[config.mk]
export PLATFORM = sky130hd
export DESIGN_NAME = mutex_merge_arb_fifo
export DESIGN_NICKNAME = d
export VERILOG_FILES = /design/src/rtl/mutex_merge_arb_fifo.sv
export SDC_FILE = /design/constraint.sdc
export NUM_CORES = 1
export LEC_CHECK = 0
export CORE_ASPECT_RATIO = 1.2
export CORE_UTILIZATION = 40
export CTS_CLUSTER_SIZE = 40
export DETAILED_ROUTE_END_ITERATION = 12
export GPL_TIMING_DRIVEN = 0
export MAX_ROUTING_LAYER = met4
export PLACE_DENSITY = 0.8
export SETUP_SLACK_MARGIN = 0.2
export SLEW_MARGIN = 20
export SYNTH_ARGS = -nofsm -noshare
export SYNTH_HDL_FRONTEND = slang
export SYNTH_SLANG_ARGS = --single-unit
[constraint.sdc]
create_clock -name i_clk -period 3.16 [get_ports i_clk]
set_input_delay 0.79 -clock i_clk [delete_from_list [all_inputs] [get_ports i_clk]]
set_output_delay 0.79 -clock i_clk [all_outputs]
set_load 0.02 [all_outputs]
[src/rtl/mutex_merge_arb_fifo.sv]
// N-to-1 request merge with fixed or round-robin arbitration feeding an integrated FIFO.
// Optional macro MERGE_SRC_ID_EN stores the granted channel index per entry and exposes it on o_src.
module mutex_merge_arb_fifo #(
  parameter int NUM_CH  = 4,
  parameter int DATA_W  = 38,
  parameter int DEPTH   = 4,
  parameter int RR_MODE = 1
) (
  input  logic                       i_clk,
  input  logic                       i_rst,
  input  logic [NUM_CH-1:0]          i_drive,
  input  logic [NUM_CH*DATA_W-1:0]   i_data,
  output logic [NUM_CH-1:0]          o_free,
  output logic                       o_driveNext,
  output logic [DATA_W-1:0]          o_data,
  input  logic                       i_freeNext
`ifdef MERGE_SRC_ID_EN
  ,
  output logic [$clog2(NUM_CH)-1:0]  o_src
`endif
);

  localparam int CH_W  = $clog2(NUM_CH);
  localparam int PTR_W = $clog2(DEPTH);
  localparam int CNT_W = PTR_W + 1;

  logic [DATA_W-1:0] ch_data [NUM_CH];
  logic [DATA_W-1:0] mem [DEPTH];

  logic [CNT_W-1:0] count_reg;
  logic [PTR_W-1:0] wr_ptr_reg;
  logic [PTR_W-1:0] rd_ptr_reg;
  logic [CH_W-1:0]  rr_ptr_reg;

  logic [NUM_CH-1:0] grant_vec;
  logic [CH_W-1:0]   grant_idx;
  logic [CH_W:0]     search_sum;
  logic [CH_W-1:0]   search_idx;
  logic              found;
  logic              can_push;
  logic              push;
  logic              pop;

  generate
    for (genvar gi = 0; gi < NUM_CH; gi++) begin : g_unpack
      assign ch_data[gi] = i_data[gi*DATA_W +: DATA_W];
    end
  endgenerate

  // A pop in the same cycle never opens a slot, keeping o_free independent of i_freeNext.
  assign can_push = (count_reg < CNT_W'(DEPTH)) && !i_rst;

  always_comb begin
    grant_vec  = '0;
    grant_idx  = '0;
    found      = 1'b0;
    search_sum = '0;
    search_idx = '0;
    if (can_push) begin
      for (int off = 0; off < NUM_CH; off++) begin
        if (RR_MODE != 0) begin
          search_sum = {1'b0, rr_ptr_reg} + (CH_W+1)'(off);
          if (search_sum >= (CH_W+1)'(NUM_CH)) begin
            search_sum = search_sum - (CH_W+1)'(NUM_CH);
          end
          search_idx = search_sum[CH_W-1:0];
        end else begin
          search_idx = CH_W'(off);
        end
        if (!found && i_drive[search_idx]) begin
          found                 = 1'b1;
          grant_vec[search_idx] = 1'b1;
          grant_idx             = search_idx;
        end
      end
    end
  end

  assign o_free = grant_vec;
  assign push   = found;
  assign pop    = (count_reg != '0) && i_freeNext;

  always_ff @(posedge i_clk) begin
    if (push) begin
      mem[wr_ptr_reg] <= ch_data[grant_idx];
    end
  end

  always_ff @(posedge i_clk) begin
    if (i_rst) begin
      count_reg  <= '0;
      wr_ptr_reg <= '0;
      rd_ptr_reg <= '0;
      rr_ptr_reg <= '0;
    end else begin
      if (push) begin
        wr_ptr_reg <= wr_ptr_reg + 1'b1;
        rr_ptr_reg <= (grant_idx == CH_W'(NUM_CH-1)) ? '0 : grant_idx + 1'b1;
      end
      if (pop) begin
        rd_ptr_reg <= rd_ptr_reg + 1'b1;
      end
      case ({push, pop})
        2'b10:   count_reg <= count_reg + 1'b1;
        2'b01:   count_reg <= count_reg - 1'b1;
        default: count_reg <= count_reg;
      endcase
    end
  end

  // Head is read straight from storage so a grant is visible the very next cycle.
  assign o_driveNext = (count_reg != '0);
  assign o_data      = o_driveNext ? mem[rd_ptr_reg] : '0;

`ifdef MERGE_SRC_ID_EN
  logic [CH_W-1:0] src_mem [DEPTH];

  always_ff @(posedge i_clk) begin
    if (push) begin
      src_mem[wr_ptr_reg] <= grant_idx;
    end
  end

  assign o_src = o_driveNext ? src_mem[rd_ptr_reg] : '0;
`endif

endmodule
# Yosys cells after proc, flatten, opt, wreduce, memory -nomap -nowiden
# Memories as Yosys holds them, arrays and structs flattened. A register that Yosys moved wholly into a read port is not among the register bits.
# Index checks and enable logic that the tools add are counted.
[op_classes]
n_reduce_logical = 15
muxes = 55
n_bitwise = 4
n_addsub = 12
eq_ne = 3
n_lt_le_gt_ge = 14
[op_table]
columns = ["operator", "n"]
rows = [
  ["$mux W38", 3],
  ["$bmux W38 S2", 1],
  ["$mux W2", 16],
  ["$mux W4", 8],
  ["$mux W1", 18],
  ["$ge A3 B3 Y1 const B", 4],
  ["$lt A2 B3 Y1 const B", 4],
  ["$or A4 B4 Y4", 3],
  ["$logic_and A1 B1 Y1", 9],
  ["$bmux W1 S2", 4],
  ["$demux W1 S2", 4],
  ["$ge A2 B1 Y1 const B", 4],
  ["$sub A2 B1 Y2 const B", 4],
  ["$add A2 B1 Y2 const B", 3],
  ["$add A2 B2 Y3 const B", 2],
  ["$pmux W3 S2", 1],
  ["$eq A2 B2 Y1 const B", 2],
  ["$logic_not A1 Y1", 4],
  ["$add A2 B1 Y3 const B", 1],
  ["$add A3 B1 Y3 const B", 1],
  ["$ge A2 B3 Y1 const B", 1],
  ["$lt A3 B3 Y1 const B", 1],
  ["$not A2 Y3", 1],
  ["$reduce_bool A3 Y1", 1],
  ["3 further kinds", 3],
]
[totals]
register_bits = 9
input_bits = 159
ram_bits = 152
memories = 1
output_inout_bits = 43
[memory_table]
columns = ["memory", "depth", "word_bits", "read_ports", "rd_ports_with_merged_regs", "wr", "line", "source"]
rows = [
  ["mem", 4, 38, 1, 1, 1, "28", "logic [DATA_W-1:0] mem [DEPTH];"],
]

# Depth between registers and ports, before layout
# Gate-level depths: netlist (run 1).
[logic_depth]
word_depth = 23
ltp_mapped = 11

# Least setup slack after synthesis (run 1)
# OpenSTA, ideal clock, no wires.
[synth_path]
kind = "register to output"
start = "register rr_ptr_reg[0]"
end = "output o_free[1]"
stages_incl_launch_ff = 10
slack_ns = -0.058
arrival_ns = 2.428
path_buffers = 2
cell_sequence = "dfxtp_1 > buf_6 > inv_2 > ha_1 > buf_6 > or3b_1 > a2111oi_0 > or3_4 > nand2_1 > a21oi_1"
[synth_between]
elab_chain_cells = 19
word_cells_on_any_way = 70
cone_classes = "add/sub: 7; order compare: 12; mux: 38; bitwise: 3; reduce/logical: 10"
[synth_rtl]
columns = ["element", "line", "source"]
rows = [
  ["start: declaration", "33", "logic [CH_W-1:0] rr_ptr_reg;"],
  ["start signal: assignment", "98", "rr_ptr_reg <= (grant_idx == CH_W'(NUM_CH-1)) ? '0 : grant_idx + 1'b1;"],
  ["parallel branches: the longest is 17 deep, another holds $add A2 B1 Y3", "-", ""],
  ["$mux W4 *", "70", "if (!found && i_drive[search_idx]) begin"],
  ["$mux W4 *", "59", "if (can_push) begin"],
  ["end: declaration", "13", "output logic [NUM_CH-1:0] o_free,"],
]
# Every way passes the cells marked *. The select of a mux whose other input is x is not followed.

# Worst setup path after layout (run 1)
[layout_path]
start = "input i_drive[2]"
end = "output o_free[1]"
[layout_between]
elab_chain_cells = 16
word_cells_on_any_way = 31
cone_classes = "mux: 22; bitwise: 3; reduce/logical: 6"
[layout_rtl]
columns = ["element", "line", "source"]
rows = [
  ["start: declaration", "11", "input logic [NUM_CH-1:0] i_drive,"],
  ["$bmux W1 S2", "70", ""],
  ["$mux W1 (implied by the code)", "70", ""],
  ["$mux W1", "70", ""],
  ["$mux W1", "59", ""],
  ["$logic_not A1 Y1", "70", ""],
  ["$logic_and A1 B1 Y1", "70", ""],
  ["$mux W1", "70", ""],
  ["$mux W1", "59", ""],
  ["$logic_not A1 Y1", "70", ""],
  ["$logic_and A1 B1 Y1", "70", ""],
  ["$mux W1", "70", ""],
  ["$mux W1", "59", ""],
  ["$logic_not A1 Y1", "70", ""],
  ["$logic_and A1 B1 Y1", "70", ""],
  ["$mux W4 *", "70", ""],
  ["$mux W4 *", "59", ""],
]
# Mark *: on every way between the ends. The rest lies on a longest branch, timed or not. The select of a mux whose other input is x is not followed.

==> metrics.cfg, run 1 <==
[run_status]
run_status = complete, but fails checks
violations = setup timing

[clocking]
htree_levels = 4
cts-buffers-inserted = 17
cts-root-buf = clkbuf_16
cts_tree = built
cts_buffer_depth = 2
cts.sinks = 163
clk_latency_ns = 0.41
clkTransAtPathRegs_ns = 0.06

[yosys]
syn_nets = 587
yosysTopAreaCell = edfxtp_1
syn_inst = 414
synthesis.area_um2 = 7810
synthArstFlopShare_pct = 0
syn_area_per_cell_um2 = 18.9
ys_ff_latch = 163
synthFlopType = edfxtp_1
ys_seq_area_share_pct = 61.3
synth_edf_count = 152
synth_cell_types = 47
ys_warn_count = 0
yosys-top-cells-area = edfxtp_1 (58%), mux4_2 (20%), and2_1 (3.4%), dfxtp_1 (2.8%), mux4_1 (2.7%)
yosysTopAreaCellShare_pct = 58.5

[global_route]
grt_pass1_wl_mm = 28.5
overflow = 0
grt_antenna_before_repair = 0
grt_pass1_vias = 5292
grt_max_degree = 23
gr-usage-all-layers_pct = 20.3

[setup_path]
worst-r2r-setup-slack_ns = -0.06
crit_path_top_delay_cell = mux4_2
crit_type = in -> out
crit_chain = dlygate4sd2_1, buf_6, mux4_2, and2b_2, a22o_2, mux2i_2, a21oi_4, buf_6
crit_buf_inv = 3
worstRegToRegCells = 14
worstReg2RegStart = rr_ptr_reg[0]
cpLargestDelayFamily = multiplexers
timing.critical_path.mode_cell = buf_6
cp_max_fo = 10
start_kind = primary input
worstPathArrival_ns = 2.57
worstPathRequired_ns = 2.37
timing.rr.end = mem[3][22]
critical_path.max_stage_delay_ns = 0.54
crit_path_end_kind = output pin

[sta]
fmax_ghz = 0.298
worst_clock_skew_ns = 0.0103
setup_viol = 136
rsz0062_at_grt = yes
finalCriticalPeriod_ns = 3.36
max_slew.worst_pin.slew_ns = 0.584
relSlewSlack_pct = 61.0
hold_violations = 0
period_share_pct = 106
drv_slew = 0
setup_slack_ns = -0.200

[min_path]
min_path_type = reg -> reg
whs_endpoint = wr_ptr_reg[1]
holdPathStages = 2
hp-start = wr_ptr_reg[1]

[die]
initial_core_util_pct = 41.1
rows = 55
dieWidth_um = 130
ioPinCount = 202
core_area_um2 = 19000
die-area_um2 = 20100
die_h_um = 155

[flow_run]
maxCapViolCount = 0

[placement]
dpl_worst_slack_ns = -0.900
numPortBuffers = 201
gp_congestion = 0.780
dp_hpwl_mm = 13.5
place_area_um2 = 10300

[routing]
first_iter_violations = 303
viasPerCell = 5.17
ant_nets = 0
wl_per_cell_um = 20.4
drc = 0
dr.pass1.iters = 4
drt_wl_total_mm = 19.0
vias = 4807

[cells_and_area]
multi_input_area_um2 = 2890
fill_cells = 1497
largest_reg_flops = 152
nNetsFinal = 834
layout-drive-gt1-share_pct = 29.8
final_core_util_pct = 59.0
antennaDiodeCount = 0
syn_to_final_growth_pct = 43.5
ff_latch_area_um2 = 4790
fin_area_um2 = 11200

[pwr]
ir_worst_vdd_mv = 0.499
cellLeakagePower_nw = 3.90
power_density_nw_per_um2 = 886

timing repair:
item	in CTS	in global routing
setup buffers	19	3
hold buffers	0	0
pin swaps	5	4
resized for setup	133	9
setup endpoints to repair	196	170
cloned	0	1
worst max path at each step:
stage	from	end	slack [ns]	depth (start not counted)
floorplan	rr_ptr_reg[0]	o_free[1]	0.22	9
detailed placement	i_drive[1]	o_free[3]	-0.90	8
global route	rr_ptr_reg[0]	o_free[2]	-0.25	10
CTS	rr_ptr_reg[0]	o_free[2]	-0.21	10
finish	i_drive[2]	o_free[1]	-0.20	8
global placement	i_drive[1]	o_free[0]	-0.89	8
worst register-to-register path: stages, from the launching register on:
cell and delay, ns:
dfxtp_4 0.36, buf_8 0.11, inv_8 0.03, ha_4 0.22, buf_6 0.12, buf_4 0.15, nand3b_1 0.13, a2111oi_4 0.08
or3_4 0.43, buf_4 0.16, buf_6 0.10, o31a_4 0.38, buf_12 0.15, buf_12 0.15, mux4_2 0.37
synth_stat cells, types with 2 or more instances:
library cell,count
a21oi_1,8
a22o_2,4
and2_1,43
buf_2,2
buf_4,5
buf_6,7
buf_8,2
clkbuf_1,11
dfxtp_1,11
edfxtp_1,152
ha_1,13
inv_1,8
mux2i_1,5
mux4_1,8
mux4_2,70
nand2_1,9
nand2b_1,4
nand3_1,2
nand3b_1,3
nor2_1,12
nor3_1,2
o21ai_0,2
o31ai_1,2
or3_1,3
xnor2_1,2
xor2_1,3
kinds of logic (layout without fill, tap and decap cells):
logic type                 count (synthesis)  in the layout  synth area share (%)
DFF                                      163            163                  61.3
muxes                                     84             84                  23.7
and+or+nand+nor                           84             84                  6.28
buffers and inverters                     37            297                  3.01
AOI/OAI and AO/OA                         27             27                  2.84
adders and majority gates                 14             14                  2.34
xor gates and xnor gates                   5              5                 0.561
stage by stage:
step,hold slack (ns),power (mW),std cells,TNS (ns)
floorplan,0.474,6.07,414,0
global placement,0.491,7.65,871,-160.93
detailed placement,0.529,7.83,875,-44.45
CTS,0.545,9.93,926,-0.805
global route,0.567,10.4,930,-12.06
finish,0.548,9.93,930,-7.86
metal layers:
layer,global-route usage [%],vias to the layer above,share of wire [%]
li1,-,2189,-
met1,22.7,2444,39
met2,36.2,152,54
met3,4.47,22,5.3
met4,5.54,0,1.5
met5,-,-,0
final cells by class:
type / count / share of cell area, %
clock inverters: 14 / 1.07
multi-input cells: 214 / 25.8
inverters: 9 / 0.402
clock buffers: 18 / 3.83
repair buffers: 228 / 20.3
well taps: 256 / 2.86
plain buffers: 28 / 3.02
flip-flops and latches: 163 / 42.8
layout by cell type (no fill, tap or decap), types with 7 or more instances in the layout:
cell               n
clkbuf_16         19
nor2_1            12
clkdlybuf4s50_1  155
dfxtp_1            8
mux4_2            78
buf_6             15
ha_1              12
buf_4             21
inv_1              7
inv_6              7
edfxtp_1         152
and2_1            39
dlygate4sd2_1     37
buf_12            10
where the power goes:
part           switching, mW  leakage, nW  total (mW)  internal [mW]
logic                   2.41         2.14        4.78           2.38
registers              0.129         1.48        3.25           3.12
clock network          0.861        0.272        1.90           1.04
No activity file was read; power rests on OpenSTA's default activity.
==> run 2: changes to the inputs <==
--- a/config.mk
+++ b/config.mk
@@ -9,7 +9,6 @@
 export CORE_UTILIZATION = 40
 export CTS_CLUSTER_SIZE = 40
 export DETAILED_ROUTE_END_ITERATION = 12
-export GPL_TIMING_DRIVEN = 0
 export MAX_ROUTING_LAYER = met4
 export PLACE_DENSITY = 0.8
 export SETUP_SLACK_MARGIN = 0.2
==> run 2 against run 1 <==
First-iteration DRC count decreased by 15%. Setup slack improved by 0.22 ns. Cell area increased by 0.86%. The run now ends clean. Via count increased by 1.1%. Global-route usage decreased by 0.84 points. Register-to-register slack improved by 0.25 ns. Clock skew increased by 0.0029 ns. Total power increased by 2.2%. Largest cell class unchanged. Final cell count increased by 0.11%. Combinational power increased by 1%.
==> metrics.cfg, run 2 (same netlist as run 1, synthesis figures left out) <==
[run_status]
run_status = finished clean

[clocking]
htree_levels = 4
clk_latency_ns = 0.42
cts.sinks = 163
ctsHoldBuffers = 0
clkTransAtPathRegs_ns = 0.06
cts-root-buf = clkbuf_16
cts_buffer_depth = 2
cts_tree = built
cts-buffers-inserted = 17

[sta]
worst_clock_skew_ns = 0.0132
finalCriticalPeriod_ns = 3.14
relSlewSlack_pct = 70.6
period_share_pct = 99.4
hold_violations = 0
rsz0062_at_grt = yes
max_slew.worst_pin.slew_ns = 0.441
fmax_ghz = 0.318
fin_setup_tns_ns = 0
drv_slew = 0
setup_viol = 0

[routing]
first_iter_violations = 259
vias = 4861
wl_per_cell_um = 20.0
drt_wl_total_mm = 18.6
viasPerCell = 5.22
drc = 0
dr.pass1.iters = 4
ant_nets = 0

[die]
ioPinCount = 202
rows = 55
core_area_um2 = 19000
dieWidth_um = 130
initial_core_util_pct = 41.1
die-area_um2 = 20100
die_h_um = 155

[setup_path]
crit_buf_inv = 2
cp_max_fo = 4
worstRegToRegCells = 11
worstReg2RegStart = rr_ptr_reg[0]
crit_type = in -> out
crit_chain = clkdlybuf4s15_2, mux4_2, and2b_2, a22o_4, mux2i_4, a21oi_4, buf_6
worstPathArrival_ns = 2.35
worst-r2r-setup-slack_ns = 0.19
cpLargestDelayFamily = multiplexers
crit_path_top_delay_cell = mux4_2
critical_path.max_stage_delay_ns = 0.46
timing.rr.end = mem[3][18]
worstPathRequired_ns = 2.37
crit_path_end_kind = output pin
start_kind = primary input

[min_path]
min_path_type = reg -> reg
holdPathStages = 2
hp-start = count_reg[2]
whs_endpoint = count_reg[2]

[pwr]
swShare_pct = 33.8
power_frac_seq_pct = 32.2
power_density_nw_per_um2 = 898
p_int_mw = 6.72
p_switching_mw = 3.43
clkPwrFrac_pct = 20.0
combinationalPowerShare_pct = 47.8
ir_worst_vdd_mv = 0.532
cellLeakagePower_nw = 4.01
p_total_mw = 10.2

[cells_and_area]
largest_reg_flops = 152
fill_cells = 1491
antennaDiodeCount = 0
nNetsFinal = 835
syn_to_final_growth_pct = 44.7
layout_common_cells = clkdlybuf4s50_1 (155), edfxtp_1 (152), mux4_2 (78), and2_1 (39), dlygate4sd2_1 (35)
layout-drive-gt1-share_pct = 30.8
final_common_cell = clkdlybuf4s50_1
ff_latch_area_um2 = 4800
multi_input_area_um2 = 2930

[global_route]
grt_pass1_wl_mm = 27.9
overflow = 0
gr-usage-all-layers_pct = 19.5
grt_antenna_before_repair = 0
grt_pass1_vias = 5341
grt_max_degree = 29

[placement]
numPortBuffers = 201
gp_congestion = 0.898
dp_hpwl_mm = 12.8

[flow_run]
maxCapViolCount = 0

[run 2: cell types whose count changed in the layout (fill, tap and decap cells not counted), sizes merged]
cell and change:
buf +9, dlygate4sd2 -2, dlymetal6s2s +2, bufinv +1, clkbuf -7, clkinv -2
inv +2, clkdlybuf4s15 -2
[run 2: final cells by class]
cell class	instances	area share, %
clock buffer	17	3.77
tap	256	2.84
clock inverter	15	1.44
sequential	163	42.5
timing repair buffer	257	23.2
inverter	9	0.299
multi-input combinational	214	25.9
[run 2: tightest hold or removal path, delay by kind of cell, from the launching register on]
kind | cells | cell delay, ns
DFF | 1 | 0.35
AOI/OAI and AO/OA | 2 | 0.15
[run 2: repair_timing]
action	in CTS	in global routing
buffers inserted	7	5
setup endpoints to repair	187	44
pin swaps	4	3
gates resized for setup	88	24
gates cloned	0	3
[run 2: worst max-delay path by stage]
stage                       start        end  slack, ns  depth (start not counted)
detailed placement     i_drive[2]  o_free[0]      -0.72                          7
global route        rr_ptr_reg[0]  o_free[3]      -0.03                          8
floorplan           rr_ptr_reg[0]  o_free[1]       0.22                          9
finish                 i_drive[2]  o_free[1]       0.02                          7
global placement       i_drive[2]  o_free[2]      -0.64                          7
CTS                 rr_ptr_reg[0]  o_free[0]      0.009                          7
[run 2: power groups by stage]
stage / Sequential [mW] / Combinational (mW) / Clock, mW
after CTS: 3.27 / 4.70 / 2.07
final: 3.27 / 4.85 / 2.03
after detailed placement: 3.34 / 4.56 / 0
after global routing: 3.31 / 5.17 / 2.17
after global placement: 3.30 / 4.43 / 0
after floorplan: 3.26 / 2.82 / 0
[run 2: metrics by stage]
step | setup slack [ns] | cell area, µm² | std cells | hold WS [ns] | utilization (%)
after CTS | 0.00934 | 11200 | 923 | 0.545 | 58.8
final | 0.0180 | 11300 | 931 | 0.551 | 59.5
after detailed placement | -0.725 | 10400 | 884 | 0.507 | 54.9
after global placement | -0.643 | 10400 | 884 | 0.484 | 54.9
after floorplan | 0.215 | 7860 | 414 | 0.474 | -
after global routing | -0.0297 | 11300 | 931 | 0.566 | 59.5
[run 2: metal layers]
layer,global-route usage (%),vias to the layer above,wire length (µm)
met3,4.57,13,893
met1,21.0,2511,7250
li1,-,2189,-
met5,-,-,0
met4,5.98,0,161
met2,35.1,148,10300
